`src/rtl/ftl_burst_ctrl_if.sv`:
```
// Bus bundle for ftl_burst_ctrl: host request, FTL translation, page output and status.
// The slave modport is the burst controller; master is the surrounding host/FTL/sink.
interface ftl_burst_ctrl_if #(
  parameter int ADDR_WIDTH = 32,
  parameter int LEN_WIDTH  = 8
);
  logic                  req_valid_i;
  logic                  req_ready_o;
  logic [ADDR_WIDTH-1:0] req_addr_i;
  logic [LEN_WIDTH-1:0]  req_len_i;
  logic                  req_rw_i;

  logic [ADDR_WIDTH-1:0] mem_address_o;
  logic                  addr_valid_o;
  logic                  mem_rw_o;
  logic [ADDR_WIDTH-1:0] mem_new_address_i;
  logic                  addr_resp_i;
  logic                  cache_hit_i;

  logic                  pg_valid_o;
  logic                  pg_ready_i;
  logic [ADDR_WIDTH-1:0] pg_addr_o;
  logic                  pg_rw_o;
  logic                  pg_hit_o;
  logic                  pg_last_o;

  logic                  busy_o;
  logic                  done_o;
  logic [15:0]           hit_cnt_o;
  logic [15:0]           miss_cnt_o;

  modport slave (
    input  req_valid_i, req_addr_i, req_len_i, req_rw_i,
    input  mem_new_address_i, addr_resp_i, cache_hit_i, pg_ready_i,
    output req_ready_o, mem_address_o, addr_valid_o, mem_rw_o,
    output pg_valid_o, pg_addr_o, pg_rw_o, pg_hit_o, pg_last_o,
    output busy_o, done_o, hit_cnt_o, miss_cnt_o
  );

  modport master (
    output req_valid_i, req_addr_i, req_len_i, req_rw_i,
    output mem_new_address_i, addr_resp_i, cache_hit_i, pg_ready_i,
    input  req_ready_o, mem_address_o, addr_valid_o, mem_rw_o,
    input  pg_valid_o, pg_addr_o, pg_rw_o, pg_hit_o, pg_last_o,
    input  busy_o, done_o, hit_cnt_o, miss_cnt_o
  );
endinterface

```
`src/rtl/ftl_burst_ctrl.sv`:
```
// Burst front-end: splits a multi-page request into one FTL translation per page.
// Define FTL_BURST_LAT_SIM_EN to add the LAT state modelling hit/miss flash latency.
module ftl_burst_ctrl #(
  parameter int ADDR_WIDTH = 32,
  parameter int PAGE_SIZE  = 4096,
  parameter int LEN_WIDTH  = 8,
  parameter int HIT_LAT    = 4,
  parameter int MISS_LAT   = 64
) (
  input  logic             clk_i,
  input  logic             rst_i,
  ftl_burst_ctrl_if.slave  bus
);

  typedef enum logic [2:0] {
    S_IDLE, S_ISSUE, S_WAIT, S_LAT, S_OUT, S_DONE
  } state_t;

  localparam logic [ADDR_WIDTH-1:0] PAGE_INC  = ADDR_WIDTH'(PAGE_SIZE);
  localparam logic [ADDR_WIDTH-1:0] PAGE_MASK = ~ADDR_WIDTH'(PAGE_SIZE - 1);

`ifdef FTL_BURST_LAT_SIM_EN
  localparam int LAT_MAX = (HIT_LAT > MISS_LAT) ? HIT_LAT : MISS_LAT;
  localparam int LAT_W   = $clog2(LAT_MAX + 2);
  logic [LAT_W-1:0]      r_lat;
`endif

  state_t                r_state;
  state_t                w_state_next;
  logic [ADDR_WIDTH-1:0] r_addr;
  logic                  r_rw;
  logic [LEN_WIDTH-1:0]  r_remaining;
  logic [ADDR_WIDTH-1:0] r_pg_addr;
  logic                  r_hit;
  logic [15:0]           r_hit_cnt;
  logic [15:0]           r_miss_cnt;

  logic                  w_req_ready;
  logic                  w_addr_valid;
  logic                  w_pg_valid;
  logic                  w_pg_last;
  logic                  w_done;

  always_ff @(posedge clk_i) begin
    if (rst_i) begin
      r_state     <= S_IDLE;
      r_addr      <= '0;
      r_rw        <= 1'b0;
      r_remaining <= '0;
      r_pg_addr   <= '0;
      r_hit       <= 1'b0;
      r_hit_cnt   <= '0;
      r_miss_cnt  <= '0;
`ifdef FTL_BURST_LAT_SIM_EN
      r_lat       <= '0;
`endif
    end else begin
      r_state <= w_state_next;
      case (r_state)
        S_IDLE: begin
          if (bus.req_valid_i) begin
            r_addr      <= bus.req_addr_i & PAGE_MASK;
            r_rw        <= bus.req_rw_i;
            r_remaining <= bus.req_len_i;
          end
        end
        S_WAIT: begin
          if (bus.addr_resp_i) begin
            r_pg_addr <= bus.mem_new_address_i;
            r_hit     <= bus.cache_hit_i;
            if (bus.cache_hit_i) begin
              if (r_hit_cnt != 16'hFFFF) r_hit_cnt <= r_hit_cnt + 16'd1;
            end else begin
              if (r_miss_cnt != 16'hFFFF) r_miss_cnt <= r_miss_cnt + 16'd1;
            end
`ifdef FTL_BURST_LAT_SIM_EN
            r_lat <= bus.cache_hit_i ? LAT_W'(HIT_LAT) : LAT_W'(MISS_LAT);
`endif
          end
        end
`ifdef FTL_BURST_LAT_SIM_EN
        S_LAT: begin
          if (r_lat != '0) r_lat <= r_lat - 1'b1;
        end
`endif
        S_OUT: begin
          // Address wraps naturally at 2^ADDR_WIDTH.
          if (bus.pg_ready_i && (r_remaining != '0)) begin
            r_remaining <= r_remaining - 1'b1;
            r_addr      <= r_addr + PAGE_INC;
          end
        end
        default: ;
      endcase
    end
  end

  always_comb begin
    w_state_next = r_state;
    w_req_ready  = 1'b0;
    w_addr_valid = 1'b0;
    w_pg_valid   = 1'b0;
    w_pg_last    = 1'b0;
    w_done       = 1'b0;
    case (r_state)
      S_IDLE: begin
        w_req_ready = !rst_i;
        if (bus.req_valid_i) w_state_next = S_ISSUE;
      end
      S_ISSUE: begin
        w_addr_valid = 1'b1;
        w_state_next = S_WAIT;
      end
      S_WAIT: begin
`ifdef FTL_BURST_LAT_SIM_EN
        if (bus.addr_resp_i) w_state_next = S_LAT;
`else
        if (bus.addr_resp_i) w_state_next = S_OUT;
`endif
      end
`ifdef FTL_BURST_LAT_SIM_EN
      S_LAT: begin
        if (r_lat == '0) w_state_next = S_OUT;
      end
`endif
      S_OUT: begin
        w_pg_valid = 1'b1;
        w_pg_last  = (r_remaining == '0);
        if (bus.pg_ready_i) w_state_next = (r_remaining == '0) ? S_DONE : S_ISSUE;
      end
      S_DONE: begin
        w_done       = 1'b1;
        w_state_next = S_IDLE;
      end
      default: w_state_next = S_IDLE;
    endcase
  end

  assign bus.req_ready_o   = w_req_ready;
  assign bus.addr_valid_o  = w_addr_valid;
  assign bus.mem_address_o = r_addr;
  assign bus.mem_rw_o      = r_rw;
  assign bus.pg_valid_o    = w_pg_valid;
  assign bus.pg_addr_o     = r_pg_addr;
  assign bus.pg_rw_o       = r_rw;
  assign bus.pg_hit_o      = r_hit;
  assign bus.pg_last_o     = w_pg_last;
  assign bus.busy_o        = (r_state != S_IDLE);
  assign bus.done_o        = w_done;
  assign bus.hit_cnt_o     = r_hit_cnt;
  assign bus.miss_cnt_o    = r_miss_cnt;

endmodule

```
`src/flat_wrapper.sv`:
```
// flat-port wrapper written by rule: the top's interface ports become plain ports
module ftl_burst_ctrl_flat 
#(
  parameter int ADDR_WIDTH = 32,
  parameter int PAGE_SIZE  = 4096,
  parameter int LEN_WIDTH  = 8,
  parameter int HIT_LAT    = 4,
  parameter int MISS_LAT   = 64
)
  (clk_i, rst_i, bus_req_valid_i, bus_req_addr_i, bus_req_len_i, bus_req_rw_i, bus_mem_new_address_i, bus_addr_resp_i, bus_cache_hit_i, bus_pg_ready_i, bus_req_ready_o, bus_mem_address_o, bus_addr_valid_o, bus_mem_rw_o, bus_pg_valid_o, bus_pg_addr_o, bus_pg_rw_o, bus_pg_hit_o, bus_pg_last_o, bus_busy_o, bus_done_o, bus_hit_cnt_o, bus_miss_cnt_o);
  ftl_burst_ctrl_if #(.ADDR_WIDTH(ADDR_WIDTH), .LEN_WIDTH(LEN_WIDTH)) bus_i ();
  input  logic clk_i;
  input  logic rst_i;
  input wire logic [$bits(bus_i.req_valid_i)-1:0] bus_req_valid_i;
  input wire logic [$bits(bus_i.req_addr_i)-1:0] bus_req_addr_i;
  input wire logic [$bits(bus_i.req_len_i)-1:0] bus_req_len_i;
  input wire logic [$bits(bus_i.req_rw_i)-1:0] bus_req_rw_i;
  input wire logic [$bits(bus_i.mem_new_address_i)-1:0] bus_mem_new_address_i;
  input wire logic [$bits(bus_i.addr_resp_i)-1:0] bus_addr_resp_i;
  input wire logic [$bits(bus_i.cache_hit_i)-1:0] bus_cache_hit_i;
  input wire logic [$bits(bus_i.pg_ready_i)-1:0] bus_pg_ready_i;
  output wire logic [$bits(bus_i.req_ready_o)-1:0] bus_req_ready_o;
  output wire logic [$bits(bus_i.mem_address_o)-1:0] bus_mem_address_o;
  output wire logic [$bits(bus_i.addr_valid_o)-1:0] bus_addr_valid_o;
  output wire logic [$bits(bus_i.mem_rw_o)-1:0] bus_mem_rw_o;
  output wire logic [$bits(bus_i.pg_valid_o)-1:0] bus_pg_valid_o;
  output wire logic [$bits(bus_i.pg_addr_o)-1:0] bus_pg_addr_o;
  output wire logic [$bits(bus_i.pg_rw_o)-1:0] bus_pg_rw_o;
  output wire logic [$bits(bus_i.pg_hit_o)-1:0] bus_pg_hit_o;
  output wire logic [$bits(bus_i.pg_last_o)-1:0] bus_pg_last_o;
  output wire logic [$bits(bus_i.busy_o)-1:0] bus_busy_o;
  output wire logic [$bits(bus_i.done_o)-1:0] bus_done_o;
  output wire logic [$bits(bus_i.hit_cnt_o)-1:0] bus_hit_cnt_o;
  output wire logic [$bits(bus_i.miss_cnt_o)-1:0] bus_miss_cnt_o;
  assign bus_i.req_valid_i = bus_req_valid_i;
  assign bus_i.req_addr_i = bus_req_addr_i;
  assign bus_i.req_len_i = bus_req_len_i;
  assign bus_i.req_rw_i = bus_req_rw_i;
  assign bus_i.mem_new_address_i = bus_mem_new_address_i;
  assign bus_i.addr_resp_i = bus_addr_resp_i;
  assign bus_i.cache_hit_i = bus_cache_hit_i;
  assign bus_i.pg_ready_i = bus_pg_ready_i;
  assign bus_req_ready_o = bus_i.req_ready_o;
  assign bus_mem_address_o = bus_i.mem_address_o;
  assign bus_addr_valid_o = bus_i.addr_valid_o;
  assign bus_mem_rw_o = bus_i.mem_rw_o;
  assign bus_pg_valid_o = bus_i.pg_valid_o;
  assign bus_pg_addr_o = bus_i.pg_addr_o;
  assign bus_pg_rw_o = bus_i.pg_rw_o;
  assign bus_pg_hit_o = bus_i.pg_hit_o;
  assign bus_pg_last_o = bus_i.pg_last_o;
  assign bus_busy_o = bus_i.busy_o;
  assign bus_done_o = bus_i.done_o;
  assign bus_hit_cnt_o = bus_i.hit_cnt_o;
  assign bus_miss_cnt_o = bus_i.miss_cnt_o;
  ftl_burst_ctrl #(.ADDR_WIDTH(ADDR_WIDTH), .PAGE_SIZE(PAGE_SIZE), .LEN_WIDTH(LEN_WIDTH), .HIT_LAT(HIT_LAT), .MISS_LAT(MISS_LAT)) u_core (.clk_i(clk_i), .rst_i(rst_i), .bus(bus_i));
endmodule
```
`config.mk`:
```
export PLATFORM = sky130hd
export DESIGN_NAME = ftl_burst_ctrl_flat
export DESIGN_NICKNAME = d
export VERILOG_FILES = /design/src/rtl/ftl_burst_ctrl_if.sv /design/src/rtl/ftl_burst_ctrl.sv /design/src/flat_wrapper.sv
export SDC_FILE = /design/constraint.sdc
export NUM_CORES = 1
export LEC_CHECK = 0
export CAP_MARGIN = 10
export CORE_AREA = 2 2 129 131
export CTS_CLUSTER_DIAMETER = 30
export CTS_CLUSTER_SIZE = 12
export DETAILED_ROUTE_END_ITERATION = 7
export DIE_AREA = 0 0 131 133
export PLACE_DENSITY = 0.61
export SKIP_CTS_REPAIR_TIMING = 1
export SYNTH_ARGS = -nofsm -noshare
export SYNTH_HDL_FRONTEND = slang
export SYNTH_SLANG_ARGS = --single-unit
export TNS_END_PERCENT = 5
```
`constraint.sdc`:
```
create_clock -name clk_i -period 2.55 [get_ports clk_i]
set_input_delay 0.51 -clock clk_i [delete_from_list [all_inputs] [get_ports clk_i]]
set_output_delay 0.51 -clock clk_i [all_outputs]
set_load 0.005 [all_outputs]
```
==> results of run 1 <==
[power breakdown]
group | internal (mW) | switching (mW)
Sequential | 1.57 | 0.0596
Clock | 0.765 | 0.616
Combinational | 0.288 | 0.231
Total | 2.62 | 0.906
[state kept, by name, summed over array words and instances, names as in the netlist]
register and flops:
u_core.bus.pg_hit_o 1, u_core.bus.mem_address_o 20, u_core.bus.pg_addr_o 32, u_core.bus.hit_cnt_o 16
u_core.bus.mem_rw_o 1, u_core.r_remaining 8, u_core.r_state 3, u_core.bus.miss_cnt_o 16
[worst max-delay path by stage]
stage / startpoint / slack [ns] / to
CTS: u_core.r_state[2]$_SDFFE_PP0P_ / -0.03 / bus_pg_last_o
floorplan: u_core.bus.mem_address_o[12]$_SDFFE_PP0P_ / 0.47 / u_core.bus.mem_address_o[30]$_SDFFE_PP0P_
detailed placement: bus_addr_resp_i / 0.03 / u_core.bus.miss_cnt_o[6]$_SDFFE_PP0P_
finish: u_core.r_state[2]$_SDFFE_PP0P_ / 0.07 / bus_pg_last_o
global placement: bus_addr_resp_i / 0.03 / u_core.bus.miss_cnt_o[6]$_SDFFE_PP0P_
global route: u_core.r_state[2]$_SDFFE_PP0P_ / 0.009 / bus_pg_last_o
[kinds of logic after synthesis]
logic type	share of synthesized area
xor gates and xnor gates	0.0460
buffers and inverters	0.0657
other	0.000787
AOI/OAI and AO/OA	0.176
adders and majority gates	0.0131
DFF	0.408
and+or+nand+nor	0.283
muxes	0.00841
[cells in the final DEF (no fill, tap or decap), types with 20 or more instances in the layout]
cell | synthesis | final
clkdlybuf4s50_1 | 0 | 158
nand2_1 | 101 | 101
dfxtp_1 | 97 | 96
a21oi_1 | 68 | 68
nor2_1 | 61 | 61
nand3_1 | 31 | 31
xnor2_1 | 25 | 25
buf_4 | 14 | 22
o21ai_0 | 20 | 20
nor3_1 | 21 | 20
[per-stage QoR]
step,worst slack [ns],hold WS [ns],util
finish,0.0697,0.453,0.430
CTS,-0.0308,0.456,0.429
floorplan,0.467,0.453,-
global route,0.00927,0.476,0.430
global placement,0.0317,0.442,0.411
detailed placement,0.0293,0.446,0.411
[layer usage]
layer / vias to the layer above / track usage / part of all wire
li1: 2449 / - / -
met1: 2172 / 0.224 / 0.47
met2: 129 / 0.249 / 0.46
met3: 16 / 0.0352 / 0.055
met4: 0 / 0.0532 / 0.016
met5: - / 0 / 0
[worst register-to-register path, stage by stage (launching register included)]
cell       delay [ns]
dfxtp_1          0.46
ha_1             0.27
inv_1            0.08
or4_1            0.56
buf_4            0.19
nor2b_1          0.11
nor3_1           0.05
a2111oi_0        0.35
[final cells by class]
cell class / instances / area [µm²]
Clock buffer: 10 / 229
Clock inverter: 6 / 67.6
Fill cell: 1647 / 9220
Inverter: 14 / 52.6
Multi-Input combinational cell: 464 / 2570
Sequential cell: 97 / 1940
Tap cell: 220 / 275
Timing Repair Buffer: 183 / 1810
==> summary.md, run 1 <==
| Metric | Value |
|---|---|
| Worst Path Max Fanout | 6 |
| Cells along the critical path | or3b_2 -> nor2_1 -> clkdlybuf4s50_1 |
| Post-Layout Cell Count | 994 |
| Post-route ant nets | 0 |
| Reg-to-reg endpoint | u_core.bus.mem_address_o[28]$_SDFFE_PP0P_ |
| DP HPWL | 9940 µm |
| Number of global-route vias before repair | 4313 |
| Layout Nets | 853 |
| Ant. Diodes | 0 |
| Vert. Die Dim | 133 µm |
| DRT iter0 DRCs | 230 |
| Hold Path Origin | u_core.bus.pg_addr_o[18]$_SDFFE_PP0P_ |
| R2R cell count | 7 |
| Root buffer cell | clkbuf_16 |
| FF-to-FF Start | u_core.bus.mem_address_o[12]$_SDFFE_PP0P_ |
| TritonCTS Buffers | 9 |
| Cell Pwr Density | 508 mW/mm² |
| Total power | 3.53 mW |
| Layout cells sized above 1 | 0.0685 |
| Largest net degree at the start of global routing | 102 |
| Hold path cells | 2 |
| Routed via count | 4766 |
| H-Tree Level Count | 3 |
| Tmin final | 2.48 ns |
| Routed WL per cell | 14.3 µm |
| Synth Register Bits | 97 |
| First-pass GRT wire length | 22600 µm |
| I/O Buffers | 159 |
| Final TNS setup | 0 ns |
| Slowest stage delay, CP | 0.54 ns |
| CTS tree | done |
| Yosys top cell by area | dfxtp_1 |
| Die area | 0.0174 mm² |
| CORE AREA | 0.0162 mm² |
| Ratio of final minimum period to clock period | 0.973 |
| RSZ-0062 raised after global routing | no |
| Crit path max-delay family | simple AND/OR/NAND/NOR gates |
| Io pins | 184 |
| Top cells by count, synth | nand2_1 (101), dfxtp_1 (97), a21oi_1 (68) |
| Drt drc | 0 |
| Fin. Hold Viols | 0 |
| Area growth syn-to-layout | 45.9% |
| Post-route cell area | 0.00695 mm² |
| Critical path depth | 3 |
| Netlist cell types | 59 |
| Placed Cells | 978 |
| CP Class | reg -> out |
| Max Clock Freq | 403 MHz |
| GRT overflow | 0 |
| Worst setup SP type | flop |
| Initial antenna violation count | 0 |
| CTS sink cnt | 97 |
| Cell row count | 47 |
| Worst skew pair latency | 0.34 ns |
| GRT Total Usage | 0.162 |
| Slew Viols, Final | 0 |
| Worst slew margin | 0.475 |
| Clock transition at path regs | 0.07 ns |
| Status | completed |
| Initial Utilization | 0.294 |
| Clock Path Buffers | 2 |
| HP Class | reg -> reg |
| Top cell type's share of synthesized area | 0.408 |
| Post-synth top flop | dfxtp_1 |
| Die X-Extent | 131 µm |
| Synth async-reset ratio | 0 |
| Crit path DAT | 1.97 ns |
| Leak pwr | 2.28 nW |
| Reg2Reg Setup Slack | 0.36 ns |
| Worst Hold End | u_core.bus.pg_addr_o[18]$_SDFFE_PP0P_ |
| Register area share after synthesis | 0.408 |
| DP Area | 0.00664 mm² |
| Data required, critical path | 2.04 ns |
| Synth area leaders | dfxtp_1 (41%), nand2_1 (8.0%), a21oi_1 (7.1%), nor2_1 (4.8%), xnor2_1 (4.6%) |
| DRT Pass-1 Iters | 4 |
| WP buf/inv | 1 |
| Slowest cell on the critical path | or3b_2 |
| Max cap viols | 0 |
| Post-synth EDFFs | 0 |
| Syn Area/Cell | 7.74 µm² |
| Synthesized cell area | 0.00476 mm² |
| Setup crit end kind | primary output |
| Worst vdd ir | 0.270 mV |
| Routed WL | 14200 µm |
| Most common cell in the synthesized netlist | nand2_1 |
| Final Skew | 0.00659 ns |
| Synthesis Warnings | 0 |
| RePlAce Congestion | 0.784 |
| Worst-Margin Slew | 0.778 ns |
| Routed vias/inst | 4.79 |
| Cells after Synth | 615 |
| Finish-stage setup viols | 0 |
Power figures use the tool's default switching activity.
==> run 2, diff against run 1 <==
Settings changed: CORE_AREA 2 2 129 131 to 2 2 108 110, DIE_AREA 0 0 131 133 to 0 0 110 112, GPL_ROUTABILITY_DRIVEN set to 0, PLACE_DENSITY 0.61 to 0.82.
==> summary.md, run 2 (synthesis gave the netlist of run 1 again) <==
| Metric | Value |
|---|---|
| Critical path depth | 3 (unchanged) |
| Post-route ant nets | 0 (unchanged) |
| Cell Pwr Density | 527 mW/mm² (was 508 mW/mm²) |
| CTS sink cnt | 97 (unchanged) |
| I/O Buffers | 159 (unchanged) |
| Tmin final | 2.46 ns (was 2.48 ns) |
| TritonCTS Buffers | 9 (unchanged) |
| Max Clock Freq | 407 MHz (was 403 MHz) |
| CTS tree | done (unchanged) |
| Number of global-route vias before repair | 4712 (was 4313) |
| Reg2Reg Setup Slack | 0.38 ns (was 0.36 ns) |
| Io pins | 184 (unchanged) |
| GRT Total Usage | 0.219 (was 0.162) |
| Data required, critical path | 2.04 ns (about the same) |
| Min setup slack post-route | 0.0949 ns (was 0.0697 ns) |
| Most frequent cells in the layout | clkdlybuf4s50_1 (158), nand2_1 (101), dfxtp_1 (95) (was clkdlybuf4s50_1 (158), nand2_1 (101), dfxtp_1 (96)) |
| Final TNS setup | 0 ns (unchanged) |
| Clock transition at path regs | 0.06 ns (was 0.07 ns) |
| Finish-stage setup viols | 0 (unchanged) |
| Fillcell total | 962 (was 1647) |
| WP buf/inv | 1 (unchanged) |
| Initial Utilization | 0.426 (was 0.294) |
| FF-to-FF Start | u_core.bus.mem_address_o[12]$_SDFFE_PP0P_ (unchanged) |
| Crit path DAT | 1.95 ns (was 1.97 ns) |
| Routed WL | 13500 µm (was 14200 µm) |
| Clock Path Buffers | 2 (unchanged) |
| Comb power frac | 0.139 (was 0.147) |
| Slew Viols, Final | 0 (unchanged) |
| Largest net degree at the start of global routing | 102 (unchanged) |
| Routed via count | 4987 (was 4766) |
| Max reg flops | 32 (unchanged) |
| CP Class | reg -> out (unchanged) |
| Worst slew margin | 0.306 (was 0.475) |
| Die area | 0.0123 mm² (was 0.0174 mm²) |
| Worst Hold End | u_core.bus.pg_addr_o[14]$_SDFFE_PP0P_ (was u_core.bus.pg_addr_o[18]$_SDFFE_PP0P_) |
| R2R cell count | 6 (was 7) |
| Worst vdd ir | 0.370 mV (was 0.270 mV) |
| Worst Path Max Fanout | 10 (was 6) |
| Ant. Diodes | 0 (unchanged) |
| Status | completed (unchanged) |
| Vert. Die Dim | 112 µm (was 133 µm) |
| Area growth syn-to-layout | 42.9% (was 45.9%) |
| Layout Nets | 849 (was 853) |
| Slowest stage delay, CP | 0.54 ns (about the same) |
| Final Hold Slack | 0.453 ns (about the same) |
| Setup WS pre-CTS | 0.0661 ns (was 0.0293 ns) |
| Final Skew | 0.00394 ns (was 0.00659 ns) |
| Clock network power share | 0.406 (was 0.391) |
| Fin. Hold Viols | 0 (unchanged) |
| Sw Pwr | 0.853 mW (was 0.906 mW) |
| Pint | 2.73 mW (was 2.62 mW) |
| Layout cells sized above 1 | 0.0623 (was 0.0685) |
| RSZ-0062 raised after global routing | no (unchanged) |
| Drt drc | 0 (unchanged) |
| DRT iter0 DRCs | 355 (was 230) |
| Setup crit end kind | primary output (unchanged) |
| Leak pwr | 2.26 nW (was 2.28 nW) |
| Reg-to-reg endpoint | u_core.bus.mem_address_o[30]$_SDFFE_PP0P_ (was u_core.bus.mem_address_o[28]$_SDFFE_PP0P_) |
| DP HPWL | 9740 µm (was 9940 µm) |
| DRT Pass-1 Iters | 4 (unchanged) |
| Ratio of final minimum period to clock period | 0.963 (was 0.973) |
| Initial antenna violation count | 1 (was 0) |
| Sequential cell area | 0.00194 mm² (about the same) |
| Crit path max-delay family | simple AND/OR/NAND/NOR gates (unchanged) |
| Reg power frac | 0.456 (was 0.462) |
| Die X-Extent | 110 µm (was 131 µm) |
| Worst setup SP type | flop (unchanged) |
| Root buffer cell | clkbuf_16 (unchanged) |
| Hold path cells | 2 (unchanged) |
| Worst-Margin Slew | 1.04 ns (was 0.778 ns) |
| Switch share | 0.238 (was 0.257) |
| Cells along the critical path | or3b_2 -> nor2_1 -> clkdlybuf4s50_1 (unchanged) |
| HP Class | reg -> reg (unchanged) |
| GRT overflow | 0 (unchanged) |
| Most common cell after layout, fill and taps aside | clkdlybuf4s50_1 (unchanged) |
| Cell row count | 39 (was 47) |
| CORE AREA | 0.0112 mm² (was 0.0162 mm²) |
| Worst skew pair latency | 0.33 ns (was 0.34 ns) |
| Hold Path Origin | u_core.bus.pg_addr_o[14]$_SDFFE_PP0P_ (was u_core.bus.pg_addr_o[18]$_SDFFE_PP0P_) |
| Routed vias/inst | 5.46 (was 4.79) |
| H-Tree Level Count | 3 (unchanged) |
| Slowest cell on the critical path | or3b_2 (unchanged) |
| Routed WL per cell | 14.8 µm (was 14.3 µm) |
| Footprint of the multi-input gates | 0.00257 mm² (about the same) |
| First-pass GRT wire length | 21800 µm (was 22600 µm) |
| Max cap viols | 0 (unchanged) |
[run 2: power by group through the flow]
stage,logic (mW),clock network (mW),registers (mW)
2_1_floorplan,0.233,0,1.65
3_3_place_gp,0.484,0,1.66
3_5_place_dp,0.493,0,1.67
4_1_cts,0.496,1.49,1.63
5_1_grt,0.544,1.55,1.64
6_report,0.498,1.46,1.64
[run 2: per-layer routing]
metal,wire (µm),vias up,track usage
li1,-,2444,-
met5,16,-,0
met4,321,2,0.0852
met1,5610,2331,0.271
met2,6710,177,0.369
met3,815,33,0.0445
[run 2: worst max-delay path by stage]
stage,start,endpoint,slack [ns]
2_1_floorplan,u_core.bus.mem_address_o[12]$_SDFFE_PP0P_,u_core.bus.mem_address_o[30]$_SDFFE_PP0P_,0.47
3_3_place_gp,bus_addr_resp_i,u_core.bus.hit_cnt_o[15]$_SDFFE_PP0P_,0.06
3_5_place_dp,bus_addr_resp_i,u_core.bus.hit_cnt_o[15]$_SDFFE_PP0P_,0.07
4_1_cts,u_core.r_state[2]$_SDFFE_PP0P_,bus_pg_last_o,0.05
5_1_grt,u_core.r_state[1]$_SDFFE_PP0P_,bus_pg_last_o,0.02
6_report,u_core.r_state[1]$_SDFFE_PP0P_,bus_pg_last_o,0.09
[run 2: area by class of cell]
cell class,instances,share of cell area
Multi-Input combinational cell,464,0.377
Sequential cell,97,0.286
Timing Repair Buffer,179,0.256
Clock buffer,12,0.0362
Tap cell,143,0.0263
Clock inverter,4,0.0112
Inverter,14,0.00772
[run 2: through the flow]
| stage | area [µm²] | power [mW] | utilization | cells |
|---|---|---|---|---|
| final | 6810 | 3.59 | 0.609 | 913 |
| after global routing | 6810 | 3.74 | 0.609 | 913 |
| after CTS | 6800 | 3.61 | 0.608 | 913 |
| after detailed placement | 6480 | 2.16 | 0.580 | 897 |
| after global placement | 6480 | 2.15 | 0.580 | 897 |
| after floorplan | 4800 | 1.89 | - | 626 |
[run 2: worst register-to-register path, delay by kind of cell, from the launching register on]
family / cells / cell delay (ns)
buf+inv: 1 / 0.09
flops: 1 / 0.42
fa+ha+maj: 1 / 0.26
compound gates: 2 / 0.18
simple gates: 2 / 1.09
